==> src/rtl/parking_emu_pkg.sv <==
// Shared types and constants for the parking sensor emulator.
// Holds the sequence state encoding, the request direction, the (a,b)
// pattern driven in each phase per direction, and a decode helper.
package parking_emu_pkg;

  typedef enum logic [2:0] {
    IDLE = 3'd0,
    PH1  = 3'd1,
    PH2  = 3'd2,
    PH3  = 3'd3,
    GAP  = 3'd4
  } state_t;

  typedef enum logic {
    DIR_ENTER = 1'b0,
    DIR_EXIT  = 1'b1
  } dir_t;

  // (a,b) patterns; bit 1 = a, bit 0 = b
  localparam logic [1:0] AB_CLEAR  = 2'b00;
  localparam logic [1:0] ENTER_PH1 = 2'b10;
  localparam logic [1:0] ENTER_PH2 = 2'b11;
  localparam logic [1:0] ENTER_PH3 = 2'b01;
  localparam logic [1:0] EXIT_PH1  = 2'b01;
  localparam logic [1:0] EXIT_PH2  = 2'b11;
  localparam logic [1:0] EXIT_PH3  = 2'b10;

  // Sensor pattern for a given state and direction
  function automatic logic [1:0] phase_ab(input state_t s, input dir_t d);
    logic [1:0] ab;
    ab = AB_CLEAR;
    case (s)
      PH1:     ab = (d == DIR_ENTER) ? ENTER_PH1 : EXIT_PH1;
      PH2:     ab = (d == DIR_ENTER) ? ENTER_PH2 : EXIT_PH2;
      PH3:     ab = (d == DIR_ENTER) ? ENTER_PH3 : EXIT_PH3;
      default: ab = AB_CLEAR;
    endcase
    return ab;
  endfunction

endpackage

==> src/rtl/phase_timer.sv <==
// Phase duration timer: counts 0..PHASE_CYCLES-1 and flags the last count.
// Ports:
//   clk    - system clock, rising edge
//   reset  - synchronous active-high reset
//   clear  - restart the count at 0 on the next edge
//   expire - high while the count equals PHASE_CYCLES-1
module phase_timer #(
  parameter int unsigned PHASE_CYCLES = 2_500_000
) (
  input  logic clk,
  input  logic reset,
  input  logic clear,
  output logic expire
);

  localparam int unsigned CNT_W = $clog2(PHASE_CYCLES);
  localparam logic [CNT_W-1:0] LAST = CNT_W'(PHASE_CYCLES - 1);

  logic [CNT_W-1:0] cnt_q;

  // Free-running count, restarted by clear
  always_ff @(posedge clk) begin
    if (reset || clear) begin
      cnt_q <= '0;
    end else begin
      cnt_q <= cnt_q + CNT_W'(1);
    end
  end

  assign expire = (cnt_q == LAST);

endmodule

==> src/rtl/parking_sensor_emulator.sv <==
// Parking sensor emulator: plays the photo-sensor (a,b) blocking sequence of
// a car entering or exiting, one valid/ready request at a time.
// Optional feature macro: PARKING_EMU_OCC_EN (occupancy counter, refusal of
// impossible requests, occupancy/rejected ports).
// Ports:
//   clk, reset        - clock and synchronous active-high reset
//   req_valid/req_dir - request and direction (0 enter, 1 exit)
//   req_ready         - request can be accepted
//   a, b              - emulated sensor lines (1 = blocked)
//   busy              - sequence in progress
//   done              - one-cycle pulse as a sequence completes
//   occupancy         - net cars generated (PARKING_EMU_OCC_EN only)
//   rejected          - one-cycle pulse on a refused request (PARKING_EMU_OCC_EN only)
module parking_sensor_emulator
  import parking_emu_pkg::*;
#(
  parameter int unsigned PHASE_CYCLES = 2_500_000,
  parameter int unsigned MAX_OCC      = 99,
  parameter int unsigned OCC_W        = 7
) (
  input  logic clk,
  input  logic reset,
  input  logic req_valid,
  input  logic req_dir,
  output logic req_ready,
  output logic a,
  output logic b,
  output logic busy,
  output logic done
`ifdef PARKING_EMU_OCC_EN
  ,
  output logic [OCC_W-1:0] occupancy,
  output logic             rejected
`endif
);

  // Elaboration-time parameter sanity check
  if (PHASE_CYCLES < 2 || 64'(MAX_OCC) >= (64'd1 << OCC_W)) begin : g_bad_cfg
    $error("parking_sensor_emulator: illegal PHASE_CYCLES/MAX_OCC/OCC_W");
  end

  state_t     state_q, state_d;
  dir_t       dir_q, dir_d;
  logic [1:0] ab_q, ab_d;
  logic       busy_q, busy_d;
  logic       done_q, done_d;
  logic       ready_q, ready_d;
  logic       expire;
  logic       refuse_c;
  logic       reject_d;

  phase_timer #(
    .PHASE_CYCLES(PHASE_CYCLES)
  ) u_phase_timer (
    .clk   (clk),
    .reset (reset),
    .clear ((state_q == IDLE) || expire),
    .expire(expire)
  );

`ifdef PARKING_EMU_OCC_EN
  logic [OCC_W-1:0] occ_q;
  logic             rejected_q;

  // Entering a full lot or exiting an empty one is refused
  assign refuse_c = (dir_t'(req_dir) == DIR_ENTER) ? (occ_q == OCC_W'(MAX_OCC))
                                                   : (occ_q == '0);
`else
  assign refuse_c = 1'b0;
`endif

  // Next-state and registered-output decode
  always_comb begin
    state_d  = state_q;
    dir_d    = dir_q;
    done_d   = 1'b0;
    reject_d = 1'b0;
    unique case (state_q)
      IDLE: begin
        if (req_valid && ready_q) begin
          dir_d = dir_t'(req_dir);
          if (refuse_c) begin
            reject_d = 1'b1;
          end else begin
            state_d = PH1;
          end
        end
      end
      PH1: if (expire) state_d = PH2;
      PH2: if (expire) state_d = PH3;
      PH3: if (expire) state_d = GAP;
      GAP: begin
        if (expire) begin
          state_d = IDLE;
          done_d  = 1'b1;
        end
      end
      default: state_d = IDLE;
    endcase
    // Outputs follow the state being entered so they line up with it
    ab_d    = phase_ab(state_d, dir_d);
    busy_d  = (state_d != IDLE);
    ready_d = (state_d == IDLE);
  end

  // State and output registers
  always_ff @(posedge clk) begin
    if (reset) begin
      state_q <= IDLE;
      dir_q   <= DIR_ENTER;
      ab_q    <= AB_CLEAR;
      busy_q  <= 1'b0;
      done_q  <= 1'b0;
      ready_q <= 1'b1;
    end else begin
      state_q <= state_d;
      dir_q   <= dir_d;
      ab_q    <= ab_d;
      busy_q  <= busy_d;
      done_q  <= done_d;
      ready_q <= ready_d;
    end
  end

`ifdef PARKING_EMU_OCC_EN
  // Occupancy moves with each completed sequence, visible alongside done
  always_ff @(posedge clk) begin
    if (reset) begin
      occ_q      <= '0;
      rejected_q <= 1'b0;
    end else begin
      rejected_q <= reject_d;
      if (done_d) begin
        occ_q <= (dir_q == DIR_ENTER) ? occ_q + OCC_W'(1) : occ_q - OCC_W'(1);
      end
    end
  end

  assign occupancy = occ_q;
  assign rejected  = rejected_q;
`else
  logic unused_reject;
  assign unused_reject = reject_d;
`endif

  assign a    = ab_q[1];
  assign b    = ab_q[0];
  assign busy = busy_q;
  assign done = done_q;
  // Ready is withheld while reset is asserted; the register itself resets to 1
  assign req_ready = ready_q & ~reset;

endmodule

==> config.mk <==
export PLATFORM = sky130hd
export DESIGN_NAME = parking_sensor_emulator
export DESIGN_NICKNAME = d
export VERILOG_FILES = /design/src/rtl/parking_emu_pkg.sv /design/src/rtl/phase_timer.sv /design/src/rtl/parking_sensor_emulator.sv
export SDC_FILE = /design/constraint.sdc
export NUM_CORES = 1
export LEC_CHECK = 0
export ABC_AREA = 1
export BUFFER_PORTS_ARGS = -buffer_cell sky130_fd_sc_hd__buf_2
export CORE_MARGIN = 5
export CORE_UTILIZATION = 45
export DETAILED_ROUTE_END_ITERATION = 7
export PLACE_DENSITY = 0.69
export RECOVER_POWER = 50
export SETUP_SLACK_MARGIN = 0.4
export SKIP_LAST_GASP = 1
export SYNTH_ARGS = -nofsm -noshare
export SYNTH_HDL_FRONTEND = slang
export SYNTH_SLANG_ARGS = --single-unit
==> constraint.sdc <==
create_clock -name clk -period 3.8 [get_ports clk]
set_input_delay 0.38 -clock clk [delete_from_list [all_inputs] [get_ports clk]]
set_output_delay 0.38 -clock clk [all_outputs]
set_load 0.005 [all_outputs]
==> results.cfg <==
[power_and_ir_drop]
power_leakage_uw = 0.000619
power_uw = 592
powerDensity_mw_per_mm2 = 357
vdd_ir_drop_max_uv = 185

[routing]
highest_layer = met4
wl_per_cell_um = 10.0
via_per_inst = 4.72
via_count = 1283
drc = 0
drtIter0Drc = 76
antenna_left = 0
totalWireLength_mm = 2.73
m1WireLength_mm = 1.37
met2WireLength_mm = 1.18
wl_met3_um = 101
dr.pass1.iters = 4

[floorplan]
die-area_mm2 = 0.00462
row_count = 21
die_x_um = 68
io_pins = 9
core-area_mm2 = 0.00328
start_util = 0.461
die_h_um = 68

[setup_path]
critPathKind = reg2reg
path_max_fanout = 16
worstReg2RegEnd = u_phase_timer.cnt_q[16]$_SDFF_PP0_
cp-start-kind = register
rr_worst_depth = 7
worstReg2RegStart = u_phase_timer.cnt_q[0]$_SDFF_PP0_
critPathCaptureType = register
arrival_ns = 2.40
r2r_slack_ns = 1.64
worstPathRequired_ns = 4.04

[sta]
fmax_ghz = 0.464
finalSetupTns_ns = 0
finalMaxSlewViolations = 0
timing.final.crit_share = 0.568
fin_skew_ns = 0.00682
setup_slack_ns = 1.64
tightest_slew_ns = 0.632
setup_viol = 0
max-slew-margin-rel = 0.578
period_minus_slack_ns = 2.16
rsz0062_at_grt = no
finalHoldViolCount = 0

[logic_synthesis]
syn_inst = 212
synth_ff_type = dfxtp_1
synth_top_area_share = 0.410
synth_xor_area_frac = 0.0289
synth_top_family_by_area = simple AND/OR/NAND/NOR gates
synthSimpleGateAreaFrac = 0.403
avgSynthCellArea_um2 = 7.14
ys_ff_latch = 31
yosysWarnings = 0
yosys.area_share.adder = 0.00826
synth_compound_area_frac = 0.0719
synth_top_area_cell = dfxtp_1
synth.top_cells.by_area = dfxtp_1 (41%), nand2_1 (11%), nor2_1 (8.4%), inv_1 (6.7%), nand3_1 (5.0%)
synthMuxAreaShare = 0
synth_edf_count = 0
netlist_area_mm2 = 0.00151
synthArstFlopShare = 0
synth.yosys.seq_area_share = 0.410
postSynthNetCount = 217
synth_cell_type_count = 30

[grt]
gr-total-overflow = 0
grt_pass1_wl_mm = 4.97
grt_max_degree = 17
track_usage = 0.143
antenna_found_initial = 0
first_global_vias = 1212

[clocking]
cts_root_buf = clkbuf_4
clock_sinks = 31
hold_buffers = 0
post_cts_buffers = 0
ctsLongestPathBuffers = 2
cts_made_buffers = 5
clock_latency_ns = 0.34
cts_tree = done
cts-htree-levels = 2
ctsResizeCount = 0
path_clk_slew_ns = 0.10

[placement]
gp_congestion = 0.776
port_buffers = 8
place_ws_ns = 1.72
dp.cells = 264
dpl.hpwl_mm = 1.97

[finish]
fin_nets = 230
fillCellCount = 347
final_cell_count_no_fill = 272
layout-drive-gt1-share = 0.150
diodes = 0
syn2layout_area_growth_pct = 9.59

[run]
cap_viol_max_count = 0

[worst_hold_path]
min_from = reset
hold_depth = 2
min_delay_worst_endpoint = ab_q[0]$_SDFF_PP0_
min_path_type = in2reg

[outcome]
status = finished clean
==> synthesized netlist by cell type (3+ instances only) <==
cell and n:
nor2_1 34, a21oi_1 11, nor2_2 6, xor2_1 4, dfxtp_1 31, nor2_4 3, inv_1 27, nand3_1 15
nand3_2 3, nand4_1 3, nand2_1 46, nand2_2 5
==> worst max path at each step <==
stage          slack (ns)  cells past startpoint                                  to                              start
2_1_floorplan        2.29                     12                  ready_q$_SDFF_PP1_  u_phase_timer.cnt_q[0]$_SDFF_PP0_
3_3_place_gp         1.82                      7  u_phase_timer.cnt_q[16]$_SDFF_PP0_  u_phase_timer.cnt_q[0]$_SDFF_PP0_
3_5_place_dp         1.72                      7  u_phase_timer.cnt_q[16]$_SDFF_PP0_  u_phase_timer.cnt_q[0]$_SDFF_PP0_
4_1_cts              1.68                      7  u_phase_timer.cnt_q[16]$_SDFF_PP0_  u_phase_timer.cnt_q[0]$_SDFF_PP0_
5_1_grt              1.42                      7  u_phase_timer.cnt_q[16]$_SDFF_PP0_  u_phase_timer.cnt_q[0]$_SDFF_PP0_
6_report             1.64                      7  u_phase_timer.cnt_q[16]$_SDFF_PP0_  u_phase_timer.cnt_q[0]$_SDFF_PP0_
==> report_power, final <==
| group | internal (uW) | switching (uW) |
|---|---|---|
| Combinational | 10.9 | 23.6 |
| Clock | 109 | 115 |
| Sequential | 331 | 2.41 |
| Total | 451 | 141 |
==> flip-flops by register name, indices dropped and copies added, names as in the netlist <==
| register | cells |
|---|---|
| state_q | 3 |
| busy | 1 |
| done | 1 |
| ab_q | 2 |
| dir_q | 1 |
| ready_q | 1 |
| u_phase_timer.cnt_q | 22 |
==> placed cells by master (no fill, tap or decap), drive strengths merged <==
cell and instances:
a21oi 11, and3 1, buf 4, clkbuf 12, dfxtp 31, ha 1, inv 29, nand2 51
nand3 19, nand4 4, nor2 43, nor3 2, nor3b 1, nor4 2, o21a 2, o21ai 4
o21bai 2, or2 2, xnor2 1, xor2 4
==> area by class of cell <==
class	instances	area, um^2	share of cell area
Tap cell	46	57.6	0.0347
Sequential cell	31	621	0.374
Inverter	29	109	0.0656
Multi-Input combinational cell	150	768	0.463
Timing Repair Buffer	8	35.0	0.0211
Clock buffer	8	68.8	0.0415
==> per-layer routing <==
layer,global-route usage,up-vias
met5,0,-
met1,0.179,559
met3,0.0394,7
li1,-,693
met4,0.0943,0
met2,0.214,24
==> stage by stage <==
stage	utilization	instance area (um^2)	hold WS, ns
after CTS	0.509	1670	0.294
after global placement	0.488	1600	0.450
after global routing	0.505	1660	0.291
after detailed placement	0.488	1600	0.471
after floorplan	-	1510	0.430
final	0.505	1660	0.300
==> critical path: stages (launching register included) <==
cell	delay, ns
dfxtp_1	0.39
ha_1	0.20
nand3_1	0.15
nor2_2	0.14
nand3_1	0.18
nand3_1	0.51
inv_1	0.26
and3_1	0.24
==> logic make-up (layout without fill, tap and decap cells) <==
kind of cell / after synthesis / in the layout
buffers and inverters: 31 / 45
AOI/OAI and AO/OA: 19 / 19
adders and majority gates: 1 / 1
and+or+nand+nor: 125 / 125
xor gates and xnor gates: 5 / 5
DFF: 31 / 31
(Power assumes the default switching activity.)
